<file path="src/rtl/serial_adder.sv">
// Bit-serial N-bit adder: one full adder plus a registered carry, LSB first,
// one bit per clock under a start/done handshake with held results.

module FA (
   input  logic a,
   input  logic b,
   input  logic ci,
   output logic sum,
   output logic co
);
   assign sum = a ^ b ^ ci;
   assign co  = (a & b) | (ci & (a ^ b));
endmodule

module serial_adder #(
   parameter int unsigned N = 8
) (
   input  logic         clk,
   input  logic         reset,
   input  logic         start,
   input  logic [N-1:0] a,
   input  logic [N-1:0] b,
   input  logic         ci,
   output logic         busy,
   output logic         done,
   output logic [N-1:0] sum,
   output logic         co,
   output logic         ovf
);
   localparam int unsigned CW = (N > 1) ? $clog2(N) : 1;

   typedef enum logic [1:0] {
      IDLE = 2'd0,
      RUN  = 2'd1,
      DONE = 2'd2
   } state_t;

   state_t         state_q, state_d;
   logic [N-1:0]   sa_q, sa_d;
   logic [N-1:0]   sb_q, sb_d;
   logic [N-1:0]   ps_q, ps_d;
   logic           c_q, c_d;
   logic [CW-1:0]  cnt_q, cnt_d;
   logic [N-1:0]   sum_q, sum_d;
   logic           co_q, co_d;
   logic           ovf_q, ovf_d;
   logic           busy_q, busy_d;
   logic           done_q, done_d;

   logic           fa_s;
   logic           fa_co;
   logic [N-1:0]   ps_shift;

   FA u_fa (
      .a   (sa_q[0]),
      .b   (sb_q[0]),
      .ci  (c_q),
      .sum (fa_s),
      .co  (fa_co)
   );

   // New sum bit enters at the MSB so the LSB lands at bit 0 after N shifts.
   assign ps_shift = (ps_q >> 1) | (N'(fa_s) << (N - 1));

   always_comb begin
      state_d = state_q;
      sa_d    = sa_q;
      sb_d    = sb_q;
      ps_d    = ps_q;
      c_d     = c_q;
      cnt_d   = cnt_q;
      sum_d   = sum_q;
      co_d    = co_q;
      ovf_d   = ovf_q;
      case (state_q)
         IDLE, DONE: begin
            if (start) begin
               sa_d    = a;
               sb_d    = b;
               c_d     = ci;
               ps_d    = '0;
               cnt_d   = '0;
               state_d = RUN;
            end else begin
               state_d = IDLE;
            end
         end
         RUN: begin
            sa_d  = sa_q >> 1;
            sb_d  = sb_q >> 1;
            ps_d  = ps_shift;
            c_d   = fa_co;
            cnt_d = cnt_q + CW'(1);
            if (cnt_q == CW'(N - 1)) begin
               sum_d   = ps_shift;
               co_d    = fa_co;
               ovf_d   = c_q ^ fa_co;
               state_d = DONE;
            end
         end
         default: state_d = IDLE;
      endcase
      busy_d = (state_d == RUN);
      done_d = (state_d == DONE);
   end

   always_ff @(posedge clk or posedge reset) begin
      if (reset) begin
         state_q <= IDLE;
         sa_q    <= '0;
         sb_q    <= '0;
         ps_q    <= '0;
         c_q     <= 1'b0;
         cnt_q   <= '0;
         sum_q   <= '0;
         co_q    <= 1'b0;
         ovf_q   <= 1'b0;
         busy_q  <= 1'b0;
         done_q  <= 1'b0;
      end else begin
         state_q <= state_d;
         sa_q    <= sa_d;
         sb_q    <= sb_d;
         ps_q    <= ps_d;
         c_q     <= c_d;
         cnt_q   <= cnt_d;
         sum_q   <= sum_d;
         co_q    <= co_d;
         ovf_q   <= ovf_d;
         busy_q  <= busy_d;
         done_q  <= done_d;
      end
   end

   assign busy = busy_q;
   assign done = done_q;
   assign sum  = sum_q;
   assign co   = co_q;
   assign ovf  = ovf_q;

endmodule

</file>
<file path="config.mk">
export PLATFORM = sky130hd
export DESIGN_NAME = serial_adder
export DESIGN_NICKNAME = d
export VERILOG_FILES = /design/src/rtl/serial_adder.sv
export SDC_FILE = /design/constraint.sdc
export NUM_CORES = 1
export LEC_CHECK = 0
export ABC_AREA = 1
export CAP_MARGIN = 20
export CORE_MARGIN = 2
export CORE_UTILIZATION = 48
export DETAILED_ROUTE_END_ITERATION = 10
export GPL_TIMING_DRIVEN = 0
export PLACE_DENSITY = 0.75
export SLEW_MARGIN = 30
export SYNTH_ARGS = -nofsm -noshare
export SYNTH_HDL_FRONTEND = slang
export SYNTH_SLANG_ARGS = --single-unit
</file>
<file path="constraint.sdc">
create_clock -name clk -period 1.1 [get_ports clk]
set_input_delay 0.11 -clock clk [delete_from_list [all_inputs] [get_ports clk]]
set_output_delay 0.11 -clock clk [all_outputs]
set_load 0.05 [all_outputs]
</file>
==> results of run 1 <==
==> metrics by stage <==
stage / worst slack (ps) / cell area (µm²) / setup TNS [ps]
global placement: -814.2 / 2410 / -40000
global route: -319.9 / 3309 / -7717
finish: -270.2 / 3309 / -6784
floorplan: -107.1 / 2037 / -680.5
detailed placement: -230.9 / 2437 / -7235
CTS: -200.3 / 3015 / -3293
==> logic make-up (layout without fill, tap and decap cells) <==
kind of cell	after synthesis	after routing	share of synthesized area
adders and majority gates	3	3	0.02232
buffers and inverters	56	127	0.1507
AOI/OAI and AO/OA	21	21	0.07068
DFF	41	41	0.5084
and+or+nand+nor	110	111	0.2436
xor gates and xnor gates	1	1	0.004341
==> critical path, stage by stage, from the launching register on <==
cell       delay, ps
dfrtp_1          400
buf_6            150
nand2_8           80
buf_6            100
nand2_8           70
buf_4            150
clkbuf_16        150
nand3_2           70
nand2_1           80
==> cells in the mapped netlist <==
| cell | instances |
|---|---|
| a21oi_2 | 1 |
| buf_12 | 1 |
| buf_2 | 1 |
| buf_4 | 1 |
| buf_6 | 3 |
| buf_8 | 2 |
| clkbuf_8 | 2 |
| dfrtp_1 | 41 |
| fa_1 | 1 |
| ha_1 | 2 |
| inv_1 | 43 |
| inv_2 | 1 |
| inv_4 | 1 |
| inv_6 | 1 |
| nand2_1 | 71 |
| nand2_2 | 1 |
| nand2_4 | 4 |
| nand3_1 | 29 |
| nor2_1 | 3 |
| nor2_4 | 1 |
| o21ai_0 | 4 |
| o21ai_1 | 7 |
| o21ai_2 | 9 |
| or2_1 | 1 |
| xnor2_1 | 1 |
==> report_power, final <==
part	total (mW)	internal, mW	switching [mW]	leakage, nW
Combinational	7.68	3.38	4.30	1.14
Clock	1.29	0.738	0.547	0.0574
Sequential	2.82	2.22	0.604	0.509
==> sequential cells by signal (all words and copies together) (netlist names) <==
name and cells:
busy 1, c_q 1, cnt_q 3, co 1, done 1, ovf 1
ps_q 7, sa_q 8, sb_q 8, state_q 2, sum 8
==> cell type report <==
cell class	count	area [µm²]	share of cell area
Clock inverter	2	37.54	0.01134
Inverter	46	196.4	0.05936
Clock buffer	6	82.58	0.02495
Multi-Input combinational cell	136	1082	0.3270
Timing Repair inverter	2	25.02	0.007561
Tap cell	50	62.56	0.01890
Buffer	8	132.6	0.04008
Timing Repair Buffer	63	664.4	0.2008
Sequential cell	41	1026	0.3100
==> routing by layer <==
layer,wire [µm],part of all wire
met1,2542,0.38
met2,3436,0.52
met3,381,0.057
met4,291,0.044
met5,0,0
==> final timing paths <==
kind,start,to,slack (ps)
worst max-delay path,state_q[0]$_DFF_PP0_,sa_q[0]$_DFFE_PP0P_,-270
worst min-delay path,reset,ps_q[2]$_DFFE_PP0P_,160
worst max register to register,state_q[0]$_DFF_PP0_,sa_q[0]$_DFFE_PP0P_,-270
worst min register to register,ps_q[6]$_DFFE_PP0P_,ps_q[5]$_DFFE_PP0P_,500
max in group asynchronous,reset,cnt_q[0]$_DFFE_PP0P_,450
min in group clk,a[7],sa_q[7]$_DFFE_PP0P_,380
==> repair_timing <==
item | CTS | global route
pin swaps | 15 | 19
gates resized for setup | 118 | 84
buffers inserted | 22 | 9
gates cloned | 6 | 2
setup endpoints to repair | 47 | 45
hold endpoints to repair | 0 | 0
==> run metrics, run 1 <==
WHS around 160 ps; post-layout power 11.78 mW; Max FO, Critical Path 6; most frequent cells in the layout 41 x dfrtp_1, 37 x inv_1, 27 x nand2_1, 25 x nand2_2, 20 x nand2_4; DIE AREA approximately 4700 µm²; Root Buffer clkbuf_8; Routed WL 6651 µm; Initial Utilization 0.5009; Hold Fails Final Rpt 0; Hold WC Path Type primary input to async pin; dpl hpwl 2831 µm; initial drt markers 105; final worst-path setup slack -270.2 ps; crit start category flip-flop; P_leak 1.707 nW; FILL cells 206; Period minus WS final 1370 ps; Final Setup Violations 38; main area contributors after synthesis dfrtp_1 51%, nand2_1 13%, inv_1 8.0%, nand3_1 7.2%, o21ai_2 3.9%; final period utilization 1.246; vias in the first global route 1788; status finished, violations left; fin util 0.8214; sequential share of the synthesized area 0.5084; Syn Std Cell Area 2018 µm²; Post-Layout Cell Count about 350; first-pass GRT wire length 8721 µm; core area 4029 µm²; # rows 23; routability cong. roughly 0.83; Area Overhead vs Synth 63.98%; Longest Clk Path Bufs 2; die width 68.84 µm; Layout Nets 326; TritonRoute pass-1 iters 6; max_cap viols 0; Reg clk slew, reported paths about 90 ps; drt via density 5.268; worst relative slew slack 0.6400; grt peak-use layer met2; # IOs 32; initial antenna violation count 0; met2 usage 0.4231; met1 usage 0.3337; max-slew violations 0; TritonCTS buffer count 5; most common cell after layout, fill and taps aside dfrtp_1; f_max between 700 and 800 MHz; Synth Register Bits 41; Die Y 68.84 µm; failing checks negative setup slack; Final ANT Viol Nets 0; placed cell count between 300 and 400; Distinct cells, synth 25; antenna cells 0; CP Capture Type flip-flop; clock tree from TritonCTS built; largest net degree at the start of global routing 24; port bufs 31; Yosys Warn Count 0; post-synth top area share 0.5084; mean post-synth cell area between 8 and 9 µm²; clk_lat worst skew 300 ps; post-synth top area cell dfrtp_1; hold buffers post-CTS 0; Worst Tran Pin Value around 540 ps; clk_skew 13.49 ps; M3 GR Usage 0.05844; DR vias 1865; wire per inst 18.79 µm; RSZ-0062 raised after global routing true; Net Count, Synth 255; H-tree depth 2; global route total overflow 0; # DRC 0; clock sink count 41; VDD IR max 2000 µV; Crit Path Class flip-flop to flip-flop; R2R depth 8; CP required 1290 ps; PD cells 3561 nW/µm²; CP arrival 1560 ps; Syn Inst Count between 200 and 250; layout cell share with drive strength beyond 1 0.5132; Total Routing Usage GR 0.2633
Power figures use the tool's default switching activity.
==> run 2, diff against run 1 <==
--- a/config.mk
+++ b/config.mk
@@ -12,7 +12,6 @@
 export DETAILED_ROUTE_END_ITERATION = 10
 export GPL_TIMING_DRIVEN = 0
 export PLACE_DENSITY = 0.75
-export SLEW_MARGIN = 30
 export SYNTH_ARGS = -nofsm -noshare
 export SYNTH_HDL_FRONTEND = slang
 export SYNTH_SLANG_ARGS = --single-unit
==> run 2 against run 1 <==
Against the previous run:
- the flow still finishes with violations (negative setup slack)
- register-to-register slack improved by 60 ps
- sequential cell count did not move
- worst hold slack better by 150 ps
- clock skew decreased by 2.1 ps
- fmax increased by 4.5%
- setup slack better by 59 ps
- core utilization decreased by 7.0 points
- global-route usage fell by 1.0 points
- design area shrank 8.5%
- wire length shrank 17%
- non-clock buffer count decreased by 6
- critical endpoint is now ps_q[7]$_DFFE_PP0P_
- largest cell class is now registers
- largest power group unchanged
- highest routed layer unchanged
==> run metrics, run 2 (synthesis gave the netlist of run 1 again) <==
status finished, violations left; failing checks negative setup slack; DIE AREA 4739 µm²; H-tree depth 2; max-slew violations 0; # DRC 0; met1 usage 0.3092; Root Buffer clkbuf_8; final worst-path setup slack -211.1 ps; first-pass GRT wire length between 8000 and 9000 µm; layout cell share with drive strength beyond 1 0.4061; core area around 4000 µm²; R2R depth 4; Final TNS setup -3452 ps; clk_lat worst skew 290 ps; max_cap viols 0; Post-Place Cell Area 2410 µm²; # IOs 32; fin area 3029 µm²; Crit Path Class flip-flop to flip-flop; dpl hpwl about 2800 µm; CP required 1270 ps; Max FO, Critical Path 2; final period utilization 1.192; worst relative slew slack 0.4346; port bufs 31; most frequent cells in the layout 55 x nand2_1, 41 x dfrtp_1, 39 x inv_1, 19 x o21ai_2, 19 x clkdlybuf4s50_1; crit start category flip-flop; placed cell count around 310; TritonCTS buffer count 5; wire per inst around 16 µm; # rows 23; Routed WL 5520 µm; Final ANT Viol Nets 0; M3 GR Usage 0.05195; Reg clk slew, reported paths about 80 ps; P_leak 1.572 nW; grt peak-use layer met2; Die Y 68.84 µm; initial antenna violation count 0; clock sink count 41; clock tree from TritonCTS built; Layout Nets 317; dpl ws -228.5 ps; clk_skew between 10 and 15 ps; CP Capture Type flip-flop; PD cells 3370 nW/µm²; Hold WC Path Type primary input to async pin; RR Endpoint ps_q[7]$_DFFE_PP0P_; Initial Utilization 0.5009; Total Routing Usage GR 0.2529; Post-Layout Cell Count 343; fin util 0.7519; met2 usage 0.4327; TritonRoute pass-1 iters 4; VDD IR max 1711 µV; FILL cells 273; worst r2r src c_q$_DFFE_PP0P_; initial drt markers between 100 and 150; Period minus WS final 1311 ps; die width 68.84 µm; CP arrival 1480 ps; global route total overflow 0; drt via density 5.140; most common cell after layout, fill and taps aside nand2_1; Hold Fails Final Rpt 0; Final Setup Violations 38; Worst R2R Setup Slack -210 ps; post-layout power 10.21 mW; Area Overhead vs Synth 50.09%; f_max 762.7 MHz; RSZ-0062 raised after global routing true; WHS 310.5 ps; DR vias 1763; largest net degree at the start of global routing between 40 and 50; vias in the first global route 1768; Longest Clk Path Bufs 2; routability cong. ~0.83; Worst Tran Pin Value 846.9 ps; antenna cells 0
[run 2: changes by cell type in the layout (fill, tap and decap cells not counted), moves of 3 or more]
cell	delta
nand2_1	+28
nand2_2	-21
nand2_4	-7
buf_6	-5
o21ai_2	+4
buf_4	-3
clkbuf_4	+3
nand3_1	-3
o21ai_1	-3
[run 2: worst max-delay path by stage]
| stage | startpoint | endpoint | slack, ps | depth (start not counted) |
|---|---|---|---|---|
| 3_5_place_dp | sa_q[0]$_DFFE_PP0P_ | ps_q[7]$_DFFE_PP0P_ | -230 | 4 |
| 6_report | c_q$_DFFE_PP0P_ | ps_q[7]$_DFFE_PP0P_ | -210 | 4 |
| 3_3_place_gp | reset | sb_q[3]$_DFFE_PP0P_ | -810 | 2 |
| 4_1_cts | sa_q[0]$_DFFE_PP0P_ | ps_q[7]$_DFFE_PP0P_ | -190 | 4 |
| 2_1_floorplan | c_q$_DFFE_PP0P_ | ps_q[7]$_DFFE_PP0P_ | -110 | 4 |
| 5_1_grt | c_q$_DFFE_PP0P_ | ps_q[7]$_DFFE_PP0P_ | -250 | 4 |
[run 2: routing by layer]
layer,share of wire,wire (µm)
met1,0.39,2138
met2,0.54,2999
met3,0.046,256
met4,0.023,126
met5,0,0
[run 2: what timing repair did]
item | in CTS | in global routing
endpoints found under the setup margin | 48 | 43
cloned | 5 | 1
pin swaps | 20 | 20
resized for setup | 120 | 30
hold buffers | 0 | 0
buffers inserted | 19 | 2
[run 2: final cells by class]
class / count / area, µm² / area share
Sequential cell: 41 / 1026 / 0.3387
Clock buffer: 5 / 68.82 / 0.02272
Tap cell: 50 / 62.56 / 0.02065
Clock inverter: 1 / 5.005 / 0.001652
Inverter: 46 / 187.7 / 0.06196
Timing Repair Buffer: 57 / 588.1 / 0.1941
Multi-Input combinational cell: 135 / 963.4 / 0.3180
Buffer: 8 / 127.6 / 0.04213
[run 2: power by group]
part,internal (mW),total [mW],switching (mW)
logic,2.95,6.64,3.69
registers,2.22,2.66,0.442
clock network,0.417,0.906,0.488
total,5.59,10.2,4.62
[run 2: critical path, stage by stage, from the launching register on]
cell and delay (ps):
dfrtp_1 380, inv_2 60, fa_2 590, or2_1 100
o21ai_1 60
==> run 3, diff against run 2 <==
--- a/config.mk
+++ b/config.mk
@@ -12,6 +12,7 @@
 export DETAILED_ROUTE_END_ITERATION = 10
 export GPL_TIMING_DRIVEN = 0
 export PLACE_DENSITY = 0.75
+export SKIP_CTS_REPAIR_TIMING = 1
 export SYNTH_ARGS = -nofsm -noshare
 export SYNTH_HDL_FRONTEND = slang
 export SYNTH_SLANG_ARGS = --single-unit
==> run 3 against run 2 <==
Against the previous run:
- the run still ends with negative setup slack left
- critical path depth did not move
- via count fell by 1.1%
- total power fell by 1.4%
- core utilization fell by 0.40 points
- sequential power barely moved
- wire length rose by 2.0%
- non-clock buffer count rose by 2
- cell count rose by 0.87%
- design area fell by 0.54%
==> run metrics, run 3 (synthesis gave the netlist of run 1 again) <==
antenna cells 0; dpl hpwl 2778 µm; most common cell after layout, fill and taps aside nand2_1; Worst Tran Pin Value approximately 850 ps; initial drt markers 147; die width around 70 µm; port bufs 31; status finished, violations left; Total Routing Usage GR 0.1899; Post-Layout Cell Count 346; global route total overflow 0; CP Capture Type flip-flop; final worst-path setup slack -228.1 ps; core area 4029 µm²; Root Buffer clkbuf_8; failing checks negative setup slack; VDD IR max ~1800 µV; max_cap viols 0; Crit Path Class flip-flop to flip-flop; # rows 23; clock tree from TritonCTS built; WHS 317.2 ps; Area Overhead vs Synth 49.29%; Reg clk slew, reported paths 80 ps; clk_lat worst skew 290 ps; Longest Clk Path Bufs 2; Hold Fails Final Rpt 0; post-layout power 10.07 mW; DR vias between 1500 and 2000; final period utilization 1.207; wire per inst 16.27 µm; clock sink count 41; worst relative slew slack 0.4294; first-pass GRT wire length 6541 µm; H-tree depth 2; RSZ-0062 raised after global routing true; drt via density between 5 and 6; CP arrival 1540 ps; largest net degree at the start of global routing 42; TritonRoute pass-1 iters 4; Initial Utilization 0.5009; Final Setup Violations 39; routability cong. between 0.8 and 0.9; FILL cells 282; f_max 753.0 MHz; Max FO, Critical Path 3; layout cell share with drive strength beyond 1 0.3919; crit start category flip-flop; CP required 1310 ps; DIE AREA 4739 µm²; vias in the first global route between 1000 and 1500; TritonCTS buffer count 5; clk_skew 9.074 ps; Period minus WS final 1328 ps; Routed WL 5631 µm; # IOs 32; # DRC 0; PD cells 3342 nW/µm²; Die Y 68.84 µm; Final ANT Viol Nets 0; Hold WC Path Type primary input to async pin; placed cell count 313; initial antenna violation count 0; max-slew violations 0; P_leak 1.578 nW; Layout Nets 320; most frequent cells in the layout 56 x nand2_1, 41 x dfrtp_1, 40 x inv_1, 19 x clkdlybuf4s50_1, 15 x nand3_2
-- run 3: final timing paths --
kind	start	endpoint	slack [ps]	cells past startpoint
min reg2reg	sa_q[6]$_DFFE_PP0P_	sa_q[6]$_DFFE_PP0P_	480	2
min in group clk	b[7]	sb_q[7]$_DFFE_PP0P_	380	3
max in group asynchronous	reset	sa_q[3]$_DFFE_PP0P_	250	2
max	c_q$_DFFE_PP0P_	ps_q[7]$_DFFE_PP0P_	-230	4
max reg2reg	c_q$_DFFE_PP0P_	ps_q[7]$_DFFE_PP0P_	-230	4
min	reset	ps_q[2]$_DFFE_PP0P_	320	2
-- run 3: metrics by stage --
stage	utilization	worst slack [ps]	area, µm²	setup TNS (ps)
2_1_floorplan	-	-107.1	2037	-680.5
3_3_place_gp	0.5981	-814.2	2410	-40000
3_5_place_dp	0.5981	-228.5	2410	-11890
4_1_cts	0.6165	-481.9	2484	-9154
5_1_grt	0.7478	-261.2	3013	-5472
6_report	0.7478	-228.1	3013	-3974
-- run 3: per-layer routing --
metal | GRT usage | vias to the layer above | part of all wire
met1 | 0.2432 | 849 | 0.41
met4 | 0.07353 | 0 | 0.032
met2 | 0.3161 | 48 | 0.53
li1 | - | 831 | -
met3 | 0.03896 | 15 | 0.033
met5 | 0 | - | 0
-- run 3: layout make-up --
class | instances | area (µm²) | area share
clock inverters | 1 | 5.005 | 0.001661
flip-flops and latches | 41 | 1026 | 0.3405
repair buffers | 57 | 573.1 | 0.1902
inverters | 46 | 190.2 | 0.06312
plain buffers | 10 | 150.1 | 0.04983
multi-input cells | 136 | 937.1 | 0.3110
clock buffers | 5 | 68.82 | 0.02284
well taps | 50 | 62.56 | 0.02076
-- run 3: critical path: stages, from the launching register on --
cell and delay, ps:
dfrtp_1 410, inv_2 70, fa_2 460, or2_1 220, o21ai_1 80
-- run 3: where the power goes --
group          internal, mW  switching (mW)  total [mW]
registers              2.22           0.425        2.64
logic                  2.83            3.69        6.52
clock network         0.417           0.488       0.906
total                  5.47            4.60        10.1
==> variant, RTL diff (config.mk and constraints of run 3) <==
`N`: 8 -> 16.
--- a/src/rtl/serial_adder.sv
+++ b/src/rtl/serial_adder.sv
@@ -14,5 +14,5 @@
 
 module serial_adder #(
-   parameter int unsigned N = 8
+   parameter int unsigned N = 16
 ) (
    input  logic         clk,
Ports: changed (resized a, b and sum); port bits go from 32 to 56. No check against the original RTL was run, so the function may have changed too.
==> variant against run 3 <==
- the run still ends with negative setup slack left
- synthesized cell count grew 75%
- combinational power increased by 6.9%
- hold slack worse by 0.085 ns
- sequential share of layout area up 6.7 points
- wire length up 31%
- cell count increased by 67%
- setup slack improved by 0.029 ns
- design area rose by 51%
- total power increased by 38%
- sequential cell count rose by 33
- global-route usage shrank 0.66 points
- area after synthesis grew 61%
- largest cell class unchanged
==> variant: results (changes against run 3) <==
- Violated checks: negative setup slack
- Total negative setup slack: -9.28 ns (-5.31 ns)
- Max VDD drop: 0.00118 V (-33%)
- First-pass GRT wire length: 10.6 mm (+61%)
- Met2 WL: 3.69 mm (+24%)
- Layout cells sized above 1: 0.259 (-0.132)
- Crit-path slowest cell: dfrtp_2
- GRT met3 Usage: 0.0375 (-0.00142)
- Global-route usage over all layers: 0.183 (-0.00657)
- Dominant cells by area after synthesis: dfrtp_1, nand2_1, inv_1
- DP Area: 3930 sq um (+63%)
- Reg2Reg Depth: 7 (+3)
- Post-route cell area: 4560 sq um (+51%)
- Synth cell types: 20 (-20%)
- Status: finished, violations left
- Vias in the first global route: 2501 (+68%)
- Setup Skew: 0.00755 ns (-0.00152 ns)
- Register area share after synthesis: 0.571 (+0.0631)
- Crit Path Max Fanout: 9 (+6)
- Synthesized net count: 444 (+74%)
- Slew of the pin with the lowest slew margin: 0.758 ns (-0.0969 ns)
- Wl on met1: 3.15 mm (+38%)
- R2R Path Start: cnt_q[0]
- CTS HTree Levels: 3 (+1)
- First-pass DRT Iterations: 4 (unchanged)
- Critical Path Max Stage Delay: 0.43 ns (-0.03 ns)
- TritonCTS Buffers: 9 (+4)
- Number of DRC markers in iteration 0: 112 (-24%)
- WHS: 0.232 ns (-0.0854 ns)
- Leakage dissipation: 2.45 nW (+55%)
- Nets: 535 (+67%)
- Port Buf Inserts: 55 (+77%)
- Worst path top cell family by delay: flip-flops
- Vias per cell: 4.74 (-5.9%)
- Number of antenna diodes: 0 (unchanged)
- WL per Instance: 12.8 um (-22%)
- Setup WS pre-CTS: -0.546 ns (-0.318 ns)
- Final worst setup slack: -0.199 ns (+0.0292 ns)
- Crit path to: sum[0]
- Worst Setup SP: cnt_q[0]
- Met3 WL: 357 um (+90%)
- Post-DP HPWL: 4.41 mm (+59%)
- Pin count of the biggest net entering global routing: 43 (+2.4%)
- Filler cells: 527 (+87%)
- Clk root buf: clkbuf_8
- Ys async rst share: 1.00 (unchanged)
- RePlAce Congestion: 0.781 (-5.8%)
- Worst-skew pair later-pin latency: 0.34 ns (+0.05 ns)
- Drt drc: 0 (unchanged)
- Leading cell types by count after synthesis: nand2_1, dfrtp_1, inv_1
- GR Util met1: 0.219 (-0.0237)
- Post-Syn Instances: 406 (+75%)
- Final setup violating endpoints: 73 (+87%)
- M2 GR Usage: 0.314 (-0.00250)
- Fin cells: 578 (+67%)
## variant: cell count changes after synthesis, sizes merged, moves of 3 or more
cell   change
inv       +12
buf        +6
o22ai     +15
dfrtp     +33
nand3     -25
nand2    +151
nor2       +3
o21ai     -20
## variant: final cells by class
class | count | area share
sequential | 74 | 0.407
multi-input combinational | 259 | 0.281
timing repair buffer | 80 | 0.163
inverter | 58 | 0.0513
buffer | 15 | 0.0340
clock buffer | 10 | 0.0302
tap | 77 | 0.0211
clock inverter | 5 | 0.0121
## variant: where the power goes
part | switching (W) | internal, W | total [W] | leakage (nW)
clock | 0.00100 | 0.00109 | 0.00209 | 0.0941
combinational | 0.00413 | 0.00284 | 0.00697 | 1.43
sequential | 0.000855 | 0.00397 | 0.00483 | 0.920
total | 0.00599 | 0.00789 | 0.0139 | 2.45
## variant: cell families after synthesis
group,count (synthesis),synth area share
simple gates,240,0.290
flops,74,0.571
buf+inv,73,0.0958
compound gates,16,0.0305
fa+ha+maj,2,0.0100
xor+xnor,1,0.00270
